--- config.mk ---
export PLATFORM = sky130hd
export DESIGN_NAME = sram_bus_arbiter
export DESIGN_NICKNAME = d
export VERILOG_FILES = /design/src/rtl/sram_bus_arbiter.sv
export SDC_FILE = /design/constraint.sdc
export NUM_CORES = 1
export LEC_CHECK = 0
export BUFFER_PORTS_ARGS = -buffer_cell sky130_fd_sc_hd__buf_4
export CORE_AREA = 2 2 109 111
export CTS_BUF_LIST = sky130_fd_sc_hd__clkbuf_4
export CTS_CLUSTER_SIZE = 14
export DETAILED_ROUTE_END_ITERATION = 16
export DIE_AREA = 0 0 111 113
export SYNTH_ARGS = -nofsm -noshare
export SYNTH_HDL_FRONTEND = slang
export SYNTH_SLANG_ARGS = --single-unit
export TNS_END_PERCENT = 10
--- constraint.sdc ---
create_clock -name clk -period 2.16 [get_ports clk]
set_clock_uncertainty 0.15 [all_clocks]
set_input_delay 0.432 -clock clk [delete_from_list [all_inputs] [get_ports clk]]
set_output_delay 0.432 -clock clk [all_outputs]
set_load 0.03 [all_outputs]
--- src/rtl/sram_bus_arbiter.sv ---
// -----------------------------------------------------------------------------
// sram_bus_arbiter
//
// Purpose:
//   Shares one SRAM-like memory port between instruction fetch (inst_*) and
//   execute-stage data access (data_*). One address phase is granted per cycle.
//   Every accepted address pushes its owner into a small owner FIFO, and each
//   in-order mem_data_ok is routed back to the requester at the FIFO head.
//
// Parameters:
//   OUTSTANDING  max accepted-but-unanswered transactions (owner FIFO depth, 1..4)
//
// Ports:
//   clk, resetn                       clock, synchronous active-low reset
//   inst_req/addr                     fetch request (read only)
//   inst_addr_ok/data_ok/rdata        fetch handshake back to the fetch stage
//   data_req/wr/size/addr/wen/wdata   data request from the execute stage
//   data_addr_ok/data_ok/rdata        data handshake back to the execute stage
//   mem_req/wr/size/addr/wen/wdata    request to the memory / AXI bridge
//   mem_addr_ok/data_ok/rdata         memory handshake (responses strictly in order)
//
// Build option:
//   ARB_RR_EN  when defined, ties in IDLE are broken round-robin using a 1-bit
//              last-granted register (reset to data, so inst wins the first tie).
//              When undefined, data always beats inst.
// -----------------------------------------------------------------------------
module sram_bus_arbiter #(
    parameter int OUTSTANDING = 2
) (
    input  logic        clk,
    input  logic        resetn,
    // instruction fetch side
    input  logic        inst_req,
    input  logic [31:0] inst_addr,
    output logic        inst_addr_ok,
    output logic        inst_data_ok,
    output logic [31:0] inst_rdata,
    // data access side
    input  logic        data_req,
    input  logic        data_wr,
    input  logic [1:0]  data_size,
    input  logic [31:0] data_addr,
    input  logic [3:0]  data_wen,
    input  logic [31:0] data_wdata,
    output logic        data_addr_ok,
    output logic        data_data_ok,
    output logic [31:0] data_rdata,
    // memory side
    output logic        mem_req,
    output logic        mem_wr,
    output logic [1:0]  mem_size,
    output logic [31:0] mem_addr,
    output logic [3:0]  mem_wen,
    output logic [31:0] mem_wdata,
    input  logic        mem_addr_ok,
    input  logic        mem_data_ok,
    input  logic [31:0] mem_rdata
);

    localparam int PTR_W = (OUTSTANDING > 1) ? $clog2(OUTSTANDING) : 1;
    localparam int CNT_W = $clog2(OUTSTANDING + 1);
    localparam logic [CNT_W-1:0] DEPTH    = CNT_W'(OUTSTANDING);
    localparam logic [PTR_W-1:0] LAST_PTR = PTR_W'(OUTSTANDING - 1);

    typedef enum logic [1:0] {
        IDLE   = 2'd0,
        HOLD_I = 2'd1,
        HOLD_D = 2'd2
    } state_t;

    state_t            state_q, state_d;
    logic              out_en_q;
    logic              en;
    logic              idle_pick_data;
    logic              grant_data;
    logic              grant_req;
    logic              accept;
    logic              pop;
    logic              fifo_full;
    logic              fifo_empty;
    logic              head_data;
    logic [PTR_W-1:0]  wr_ptr_q, wr_ptr_d;
    logic [PTR_W-1:0]  rd_ptr_q, rd_ptr_d;
    logic [CNT_W-1:0]  count_q, count_d;
    logic              owner_q [OUTSTANDING];   // 1 = data owns the slot
    logic [OUTSTANDING-1:0] slot_we;

    // Outputs are forced quiet while reset is asserted and for one cycle after
    // release, so stale requests cannot slip through before the FIFO is clean.
    always_ff @(posedge clk) begin
        if (!resetn) begin
            out_en_q <= 1'b0;
        end else begin
            out_en_q <= 1'b1;
        end
    end

    assign en = resetn & out_en_q;

    // ------------------------------------------------------------------
    // Priority choice used only in IDLE
    // ------------------------------------------------------------------
`ifdef ARB_RR_EN
    logic last_data_q, last_data_d;

    always_comb begin
        if (inst_req && data_req) begin
            idle_pick_data = ~last_data_q;
        end else begin
            idle_pick_data = data_req;
        end
    end

    assign last_data_d = accept ? grant_data : last_data_q;

    always_ff @(posedge clk) begin
        if (!resetn) begin
            last_data_q <= 1'b1;
        end else begin
            last_data_q <= last_data_d;
        end
    end
`else
    // Data wins any tie; with no data request the inst side is offered.
    assign idle_pick_data = data_req;
`endif

    // ------------------------------------------------------------------
    // Grant FSM: state register
    // ------------------------------------------------------------------
    always_ff @(posedge clk) begin
        if (!resetn) begin
            state_q <= IDLE;
        end else begin
            state_q <= state_d;
        end
    end

    // ------------------------------------------------------------------
    // Grant FSM: next state
    // ------------------------------------------------------------------
    always_comb begin
        state_d = state_q;
        case (state_q)
            IDLE: begin
                // Offered but not taken: lock onto that requester.
                if (mem_req && !mem_addr_ok) begin
                    state_d = grant_data ? HOLD_D : HOLD_I;
                end
            end
            HOLD_I: begin
                if (accept || !inst_req) begin
                    state_d = IDLE;
                end
            end
            HOLD_D: begin
                if (accept || !data_req) begin
                    state_d = IDLE;
                end
            end
            default: state_d = IDLE;
        endcase
    end

    // ------------------------------------------------------------------
    // Grant FSM: outputs (grant select and memory payload mux)
    // ------------------------------------------------------------------
    always_comb begin
        case (state_q)
            HOLD_I:  grant_data = 1'b0;
            HOLD_D:  grant_data = 1'b1;
            default: grant_data = idle_pick_data;
        endcase

        grant_req = grant_data ? data_req : inst_req;
        // A full FIFO blocks the request even if a pop lands this cycle.
        mem_req   = en & grant_req & ~fifo_full;

        mem_wr    = grant_data & data_wr;
        mem_size  = grant_data ? data_size  : 2'd2;
        mem_addr  = grant_data ? data_addr  : inst_addr;
        mem_wen   = grant_data ? data_wen   : 4'b0000;
        mem_wdata = grant_data ? data_wdata : 32'd0;

        inst_addr_ok = mem_addr_ok & mem_req & ~grant_data;
        data_addr_ok = mem_addr_ok & mem_req &  grant_data;
    end

    assign accept = mem_req & mem_addr_ok;

    // ------------------------------------------------------------------
    // Owner FIFO
    // ------------------------------------------------------------------
    assign fifo_full  = (count_q == DEPTH);
    assign fifo_empty = (count_q == '0);
    assign head_data  = owner_q[rd_ptr_q];

    // Responses with nothing outstanding are stray and simply dropped.
    assign pop = en & mem_data_ok & ~fifo_empty;

    // Routing uses the head as it stands before any same-cycle push.
    assign inst_data_ok = pop & ~head_data;
    assign data_data_ok = pop &  head_data;
    assign inst_rdata   = mem_rdata;
    assign data_rdata   = mem_rdata;

    always_comb begin
        wr_ptr_d = wr_ptr_q;
        rd_ptr_d = rd_ptr_q;
        count_d  = count_q;
        if (accept) begin
            wr_ptr_d = (wr_ptr_q == LAST_PTR) ? '0 : wr_ptr_q + PTR_W'(1);
        end
        if (pop) begin
            rd_ptr_d = (rd_ptr_q == LAST_PTR) ? '0 : rd_ptr_q + PTR_W'(1);
        end
        case ({accept, pop})
            2'b10:   count_d = count_q + CNT_W'(1);
            2'b01:   count_d = count_q - CNT_W'(1);
            default: count_d = count_q;
        endcase
    end

    always_ff @(posedge clk) begin
        if (!resetn) begin
            wr_ptr_q <= '0;
            rd_ptr_q <= '0;
            count_q  <= '0;
        end else begin
            wr_ptr_q <= wr_ptr_d;
            rd_ptr_q <= rd_ptr_d;
            count_q  <= count_d;
        end
    end

    genvar gi;
    generate
        for (gi = 0; gi < OUTSTANDING; gi++) begin : g_slot
            assign slot_we[gi] = accept & (wr_ptr_q == PTR_W'(gi));
        end
    endgenerate

    // Slot contents need no reset: they are only read while counted valid.
    always_ff @(posedge clk) begin
        for (int i = 0; i < OUTSTANDING; i++) begin
            if (slot_we[i]) begin
                owner_q[i] <= grant_data;
            end
        end
    end

endmodule

Yosys cells after proc, flatten, opt, wreduce, memory -nomap -nowiden
Memories as Yosys holds them, arrays and structs flattened. A register that Yosys moved wholly into a read port is not among the register bits.
Index checks and enable logic that the tools add are counted.
{"block": "classes", "mux": 24, "reduce_logical": 11, "add_sub_neg": 4, "eq_ne": 8, "bitwise_logic": 18}
{"op": "two-way mux 32 bit", "n": 2}
{"op": "AND 1 bit", "n": 13}
{"op": "two-way mux 1 bit", "n": 13}
{"op": "two-way mux 2 bit", "n": 5}
{"op": "== test 2 bit, second input constant", "n": 3}
{"op": "!= test 2 bit, second input constant", "n": 3}
{"op": "case mux 2 bit (3 select lines)", "n": 1}
{"op": "inverter 1 bit", "n": 5}
{"op": "== test 2 x 1 -> 1 bit, second input constant", "n": 2}
{"op": "zero test 2 bit", "n": 2}
{"op": "two-way mux 4 bit", "n": 1}
{"op": "case mux 2 bit (2 select lines)", "n": 1}
{"op": "zero test 1 bit", "n": 3}
{"op": "AND reduction 3 bit", "n": 1}
{"op": "adder 1 bit, second input constant", "n": 2}
{"op": "adder 2 x 1 -> 2 bit, second input constant", "n": 1}
{"op": "logical OR 1 bit", "n": 2}
{"op": "case mux 1 bit (2 select lines)", "n": 1}
{"op": "nonzero test 2 bit", "n": 1}
{"op": "subtractor 2 x 1 -> 2 bit, second input constant", "n": 1}
{"op": "logical AND 1 bit", "n": 1}
{"op": "OR reduction 1 bit", "n": 1}
{"block": "word_totals", "mem_count": 1, "mem_bits_rw": 2, "input_bits": 141, "register_bits": 7, "wordCells": 71, "output_inout_bits": 140}
{"name": "owner_q", "depth": 2, "word_bits": 1, "read_ports": 1, "rd_ports_with_merged_regs": 1, "wr": 1, "line_no": "85", "text": "logic owner_q [OUTSTANDING];"}

Logic depth before layout (Yosys ltp)
{"block": "logic_depth", "depth_word": 11, "ltp_mapped": 10, "depth_no_buf": 10}

Worst setup path before layout
Ideal clock, no wire load.
{"block": "synth_timing", "path_kind": "register -> register", "from": "register state_q[0]", "to": "register count_q[1]", "synth_period_minus_slack_ns": 2.425, "path_buffers": 0, "required_ns": 1.940, "t_arrival_ns": 2.205, "slack_ns": -0.265, "setup_time_ns": 0.070, "path_stages_with_launch": 10, "path_cell_list": "dfxtp_1 > inv_1 > ha_1 > or3b_1 > o2111ai_2 > inv_2 > nand2_1 > ha_1 > or3_1 > a21oi_1"}
{"block": "synth_via", "elab_chain_cells": 8, "elab_cells_between_ends": 11, "classes_between": "eq/ne (4); mux (3); bitwise (3); reduce/logical (1)"}
{"element": "from (decl)", "line_no": "71", "text": "state_t state_q, state_d;"}
{"element": "from (signal assigned)", "line_no": "135", "text": "state_q <= state_d;"}
{"element": "== test 2 bit / == test 2 x 1 -> 1 bit (equally long branches)", "line_no": "169", "text": "case (state_q)"}
{"element": "case mux 1 bit (2 select lines) (*)", "line_no": "169"}
{"element": "two-way mux 1 bit (*)", "line_no": "175", "text": "grant_req = grant_data ? data_req : inst_req;"}
{"element": "AND 1 bit (*) (2 in series)", "line_no": "177", "text": "mem_req = en & grant_req & ~fifo_full;"}
{"element": "net mem_req", "line_no": "49", "text": "output logic mem_req,"}
{"element": "AND 1 bit (*)", "line_no": "189", "text": "assign accept = mem_req & mem_addr_ok;"}
{"element": "== test 2 x 1 -> 1 bit / == test 2 bit (equally long branches)", "line_no": "217", "text": "case ({accept, pop})"}
{"element": "case mux 2 bit (2 select lines) / nonzero test 2 bit (equally long branches)"}
{"element": "to (signal assigned)", "line_no": "232", "text": "count_q <= count_d;"}
{"element": "to (decl)", "line_no": "84", "text": "logic [CNT_W-1:0] count_q, count_d;"}
Mark *: on every way through the listed nets, which the timed path passes. The rest lies on a longest branch.
A chain may end at the register's enable or synchronous reset.

Final worst setup path
{"block": "layout_timing", "from": "register state_q[0]", "to": "output mem_addr[26]"}
{"block": "layout_via", "elab_chain_cells": 3, "elab_cells_between_ends": 4, "classes_between": "eq/ne (2); mux (2)"}
{"element": "== test 2 bit / == test 2 x 1 -> 1 bit (equally long branches)", "line_no": "169"}
{"element": "case mux 1 bit (2 select lines) (*)", "line_no": "169"}
{"element": "two-way mux 32 bit (*)", "line_no": "181", "text": "mem_addr = grant_data ? data_addr : inst_addr;"}
{"element": "to (decl)", "line_no": "52", "text": "output logic [31:0] mem_addr,"}
Every way passes the cells marked *; elsewhere a longest branch is shown, timed or not.

==> flow_summary.html <==
<table>
<tr><th>Metric</th><th>Value</th></tr>
<tr><th colspan="2">Power</th></tr>
<tr><td>Part of the power in registers</td><td>between 10% and 20%</td></tr>
<tr><td>Part of the total power dissipated in the clock network</td><td>11.6%</td></tr>
<tr><td>Switching fraction of total power</td><td>39.8%</td></tr>
<tr><td>Switch Pwr</td><td>roughly 500 uW</td></tr>
<tr><td>Combinational group share of total power</td><td>72.4%</td></tr>
<tr><td>Pwr dens</td><td>375 mW/mm^2</td></tr>
<tr><td>Peak VDD IR</td><td>0.161 mV</td></tr>
<tr><td>PnR Total Power</td><td>around 1300 uW</td></tr>
<tr><td>Static leakage</td><td>about 0.0017 uW</td></tr>
<tr><td>P_int</td><td>roughly 760 uW</td></tr>
<tr><th colspan="2">Setup path</th></tr>
<tr><td>Critical-path maximum fanout</td><td>5</td></tr>
<tr><td>Kind of cell with the highest combined delay on the critical path</td><td>multiplexers</td></tr>
<tr><td>Crit path buffers/inverters</td><td>4</td></tr>
<tr><td>Delay of the slowest critical-path stage</td><td>about 340 ps</td></tr>
<tr><td>Worst-path cell with the longest stage delay</td><td>sky130_fd_sc_hd__dfxtp_2</td></tr>
<tr><td>Kind of end point of the critical path</td><td>output port</td></tr>
<tr><td>Critical path startpoint category</td><td>flop</td></tr>
<tr><td>Critical path cell sequence</td><td>inv_2 &gt; ha_4 &gt; mux2i_4 &gt; buf_6 &gt; clkbuf_16 &gt; mux2_4 &gt; buf_6</td></tr>
<tr><td>Cell occurring most often along the worst timing path</td><td>sky130_fd_sc_hd__buf_6</td></tr>
<tr><td>Arrival time reported for the critical path endpoint</td><td>approximately 2000 ps</td></tr>
<tr><td>Required time of the critical path</td><td>around 1600 ps</td></tr>
<tr><td>Kind of critical path</td><td>reg -&gt; out</td></tr>
<tr><th colspan="2">Yosys</th></tr>
<tr><td>Mean area per synthesized cell</td><td>between 8 and 9 um^2</td></tr>
<tr><td>Warning count from the yosys run</td><td>0</td></tr>
<tr><td>Number of flip-flops and latches in the synthesized netlist</td><td>10</td></tr>
<tr><td>Cell area after synthesis</td><td>0.00169 mm^2</td></tr>
<tr><td>Post-synth top area share</td><td>approximately 29%</td></tr>
<tr><td>Count of mapped cells out of synthesis</td><td>slightly above 200</td></tr>
<tr><td>Top area cells in the synthesized netlist</td><td>sky130_fd_sc_hd__buf_4, sky130_fd_sc_hd__mux2_2, sky130_fd_sc_hd__nor2b_1</td></tr>
<tr><td>Total nets after synthesis</td><td>about 350</td></tr>
<tr><td>Post-synthesis cell type with the largest combined area</td><td>sky130_fd_sc_hd__buf_4</td></tr>
<tr><td>Yosys cell types</td><td>34</td></tr>
<tr><td>Register area share after synthesis</td><td>between 10% and 20%</td></tr>
<tr><th colspan="2">Timing</th></tr>
<tr><td>Setup repair after global routing missed its margin</td><td>yes</td></tr>
<tr><td>Final number of setup-violating endpoints</td><td>76</td></tr>
<tr><td>Minimum period implied by the final worst setup slack</td><td>around 2600 ps</td></tr>
<tr><td>Slew of the pin with the lowest slew margin</td><td>between 300 and 400 ps</td></tr>
<tr><td>Rel. slew slack</td><td>between 70% and 80%</td></tr>
<tr><td>Final worst-path cycle share</td><td>119%</td></tr>
<tr><td>Count of pins over their slew limit</td><td>0</td></tr>
<tr><td>Sum Neg Setup Slack</td><td>-22,560 ps</td></tr>
<tr><td>Final hold vios</td><td>0</td></tr>
<tr><td>Highest achievable clock rate</td><td>388 MHz</td></tr>
<tr><td>Least setup slack across all paths after layout</td><td>-420 ps</td></tr>
<tr><th colspan="2">Routing</th></tr>
<tr><td>Sum of met3 wire segment lengths after detailed routing</td><td>between 700 and 800 um</td></tr>
<tr><td>Total routed wire length on the met1 layer</td><td>approximately 3.2 mm</td></tr>
<tr><td>Per-cell via count in the routed design</td><td>slightly below 4</td></tr>
<tr><td>Total met2 wirelength after detailed routing</td><td>between 4 and 5 mm</td></tr>
<tr><td>Number of DRC markers in iteration 0</td><td>36</td></tr>
<tr><td>Highest metal layer used by the detailed router</td><td>met4</td></tr>
<tr><td>Vias</td><td>1,899</td></tr>
<tr><td>Wire per inst</td><td>about 18 um</td></tr>
<tr><td>DRC viols</td><td>0</td></tr>
<tr><td>Count of antenna-violating nets left after detailed routing</td><td>0</td></tr>
<tr><td>Router iterations before antenna repair</td><td>4</td></tr>
<tr><td>Routed WL</td><td>around 8.8 mm</td></tr>
<tr><th colspan="2">Final layout</th></tr>
<tr><td>Number of inserted diodes</td><td>0</td></tr>
<tr><td>Most frequent cells in the layout</td><td>sky130_fd_sc_hd__buf_4, sky130_fd_sc_hd__buf_6, sky130_fd_sc_hd__nor2b_1</td></tr>
<tr><td>Post-layout instance count excluding filler cells</td><td>487</td></tr>
<tr><td>Growth of design area from synthesis to finish</td><td>98.9%</td></tr>
<tr><td>Final Core Density</td><td>between 20% and 30%</td></tr>
<tr><td>Most common cell after layout, fill and taps aside</td><td>sky130_fd_sc_hd__buf_4</td></tr>
<tr><td>Number of nets at the end of the flow</td><td>490</td></tr>
<tr><td>Fraction of layout cells with a size suffix above 1</td><td>between 70 and 80%</td></tr>
<tr><th colspan="2">GRT</th></tr>
<tr><td>Vias in the first global route</td><td>1,956</td></tr>
<tr><td>Global-route wire length before repair</td><td>12.1 mm</td></tr>
<tr><td>Maximum number of pins on one net before global-route repair</td><td>34</td></tr>
<tr><td>Antenna violations before repair</td><td>0</td></tr>
<tr><td>Total overflow reported by the global router</td><td>0</td></tr>
<tr><td>Global routing usage summed across all routing layers</td><td>around an eighth</td></tr>
<tr><th colspan="2">Clock network</th></tr>
<tr><td>TritonCTS sink count</td><td>10</td></tr>
<tr><td>CTS tree</td><td>built</td></tr>
<tr><td>Number of H-tree levels</td><td>1</td></tr>
<tr><td>Library cell used as clock root buffer</td><td>sky130_fd_sc_hd__clkbuf_4</td></tr>
<tr><td>Num CTS Buffers</td><td>3</td></tr>
<tr><td>Clock latency reported for the late side of the worst-skew pair</td><td>260 ps</td></tr>
<tr><td>Hold buffer count at cts</td><td>0</td></tr>
<tr><td>Deepest clock path buffer count</td><td>2</td></tr>
<tr><td>Clk slew on worst S/H paths</td><td>about 60 ps</td></tr>
<tr><th colspan="2">Placed design</th></tr>
<tr><td>Port-buffer cells</td><td>~180</td></tr>
<tr><td>Cell count after placement</td><td>approximately 470</td></tr>
<tr><td>GP Congestion</td><td>about 0.8</td></tr>
<tr><td>DP Wirelength</td><td>between 7 and 8 mm</td></tr>
<tr><th colspan="2">Die</th></tr>
<tr><td>Width of the chip</td><td>between 100 and 150 um</td></tr>
<tr><td>Initial cell density of the core</td><td>between 10% and 20%</td></tr>
<tr><td>Cell Rows</td><td>39</td></tr>
<tr><td>Core box area</td><td>~0.011 mm^2</td></tr>
<tr><td>Vert. Die Dim</td><td>~110 um</td></tr>
<tr><td>Count of pins on the block boundary</td><td>between 200 and 300</td></tr>
<tr><td>Area enclosed by the die boundary</td><td>~0.013 mm^2</td></tr>
<tr><th colspan="2">Run</th></tr>
<tr><td>Reported max-cap violation count</td><td>0</td></tr>
<tr><th colspan="2">Outcome</th></tr>
<tr><td>Run status</td><td>finished with violations</td></tr>
<tr><td>Violated checks</td><td>negative setup slack</td></tr>
<tr><th colspan="2">Hold path</th></tr>
<tr><td>Hold crit path type</td><td>in -&gt; reg</td></tr>
</table>
per-stage QoR:
step | instance area [um^2] | setup WS, ps | hold slack, ps
final | 3350 | -420 | 150
after floorplan | 1740 | -69.7 | 310
after global placement | 2910 | -168 | 337
after detailed placement | 2910 | -186 | 353
after global routing | 3350 | -498 | 143
after CTS | 3260 | -458 | 148
path summary, 6_finish.rpt:
| path | startpoint | end | slack [ps] | cells after the start |
|---|---|---|---|---|
| max | state_q[0]$_SDFFE_PN0P_ | mem_addr[26] | -420 | 7 |
| max reg2reg | state_q[0]$_SDFFE_PN0P_ | count_q[1]$_SDFFE_PN0P_ | -170 | 10 |
| min reg2reg | rd_ptr_q$_SDFFE_PN0P_ | flop | 360 | 2 |
| min | resetn | out_en_q$_DFF_P_ | 150 | 1 |
worst register-to-register path, cell delays in order (launching register included):
cell	delay (ps)
sky130_fd_sc_hd__dfxtp_2	340
sky130_fd_sc_hd__inv_2	50
sky130_fd_sc_hd__ha_4	280
sky130_fd_sc_hd__buf_4	110
sky130_fd_sc_hd__or3b_4	370
sky130_fd_sc_hd__o2111ai_2	90
sky130_fd_sc_hd__inv_2	80
sky130_fd_sc_hd__nand2_4	90
sky130_fd_sc_hd__ha_4	200
sky130_fd_sc_hd__or3_1	380
sky130_fd_sc_hd__a21oi_1	130
metal layers:
layer	track usage, %	vias to the layer above
met1	14.0	873
li1	-	882
met2	23.7	138
met5	0	-
met4	1.75	0
met3	4.12	6
power groups by stage:
stage | combinational, uW | clock [uW] | sequential, uW
finish | 911 | 146 | 200
floorplan | 621 | 0 | 204
detailed placement | 771 | 0 | 205
global route | 952 | 163 | 201
CTS | 885 | 151 | 201
global placement | 765 | 0 | 204
kinds of logic (layout without fill, tap and decap cells):
| logic type | count (synthesis) | after routing | share of synthesized area, % |
|---|---|---|---|
| simple gates | 61 | 61 | 21.5 |
| xor+xnor | 3 | 3 | 1.56 |
| compound gates | 12 | 12 | 5.94 |
| flops | 10 | 10 | 13.1 |
| buf+inv | 80 | 220 | 32.4 |
| fa+ha+maj | 4 | 4 | 2.97 |
| mux | 34 | 34 | 22.6 |
synthesized netlist by cell type (all sizes together):
library cell,n
o41ai,2
buf,68
dfxtp,8
or3b,1
o211ai,1
or2,1
nand3,3
a21o,1
mux2,32
xnor2,1
a21oi,2
nor2,8
o2111ai,1
o21ai,2
a221o,2
clkbuf,4
edfxtp,2
or2b,2
and2,1
nor4b,1
nand2,3
or3,1
inv,8
nor2b,39
xor2,2
ha,4
nand2b,1
mux2i,2
a21boi,1
registers in the layout (all words and copies together) (netlist names), named ones only:
| signal | count |
|---|---|
| count_q | 2 |
| owner_q | 2 |
| state_q | 2 |
| out_en_q | 1 |
| rd_ptr_q | 1 |
| wr_ptr_q | 1 |
area by class of cell:
class / count / area (um^2)
Timing Repair Buffer: 208 / 1780
Clock buffer: 4 / 30.0
Fill cell: 1197 / 7920
Tap cell: 143 / 179
Sequential cell: 10 / 223
Multi-Input combinational cell: 114 / 1110
Inverter: 8 / 30.0
repair_timing:
action,4_1_cts,5_1_grt
buffers inserted,9,0
hold endpoints to repair,0,0
pin swaps,1,1
gates cloned,2,1
gates resized for setup,51,31
endpoints found under the setup margin,78,78
(Power assumes the default switching activity.)
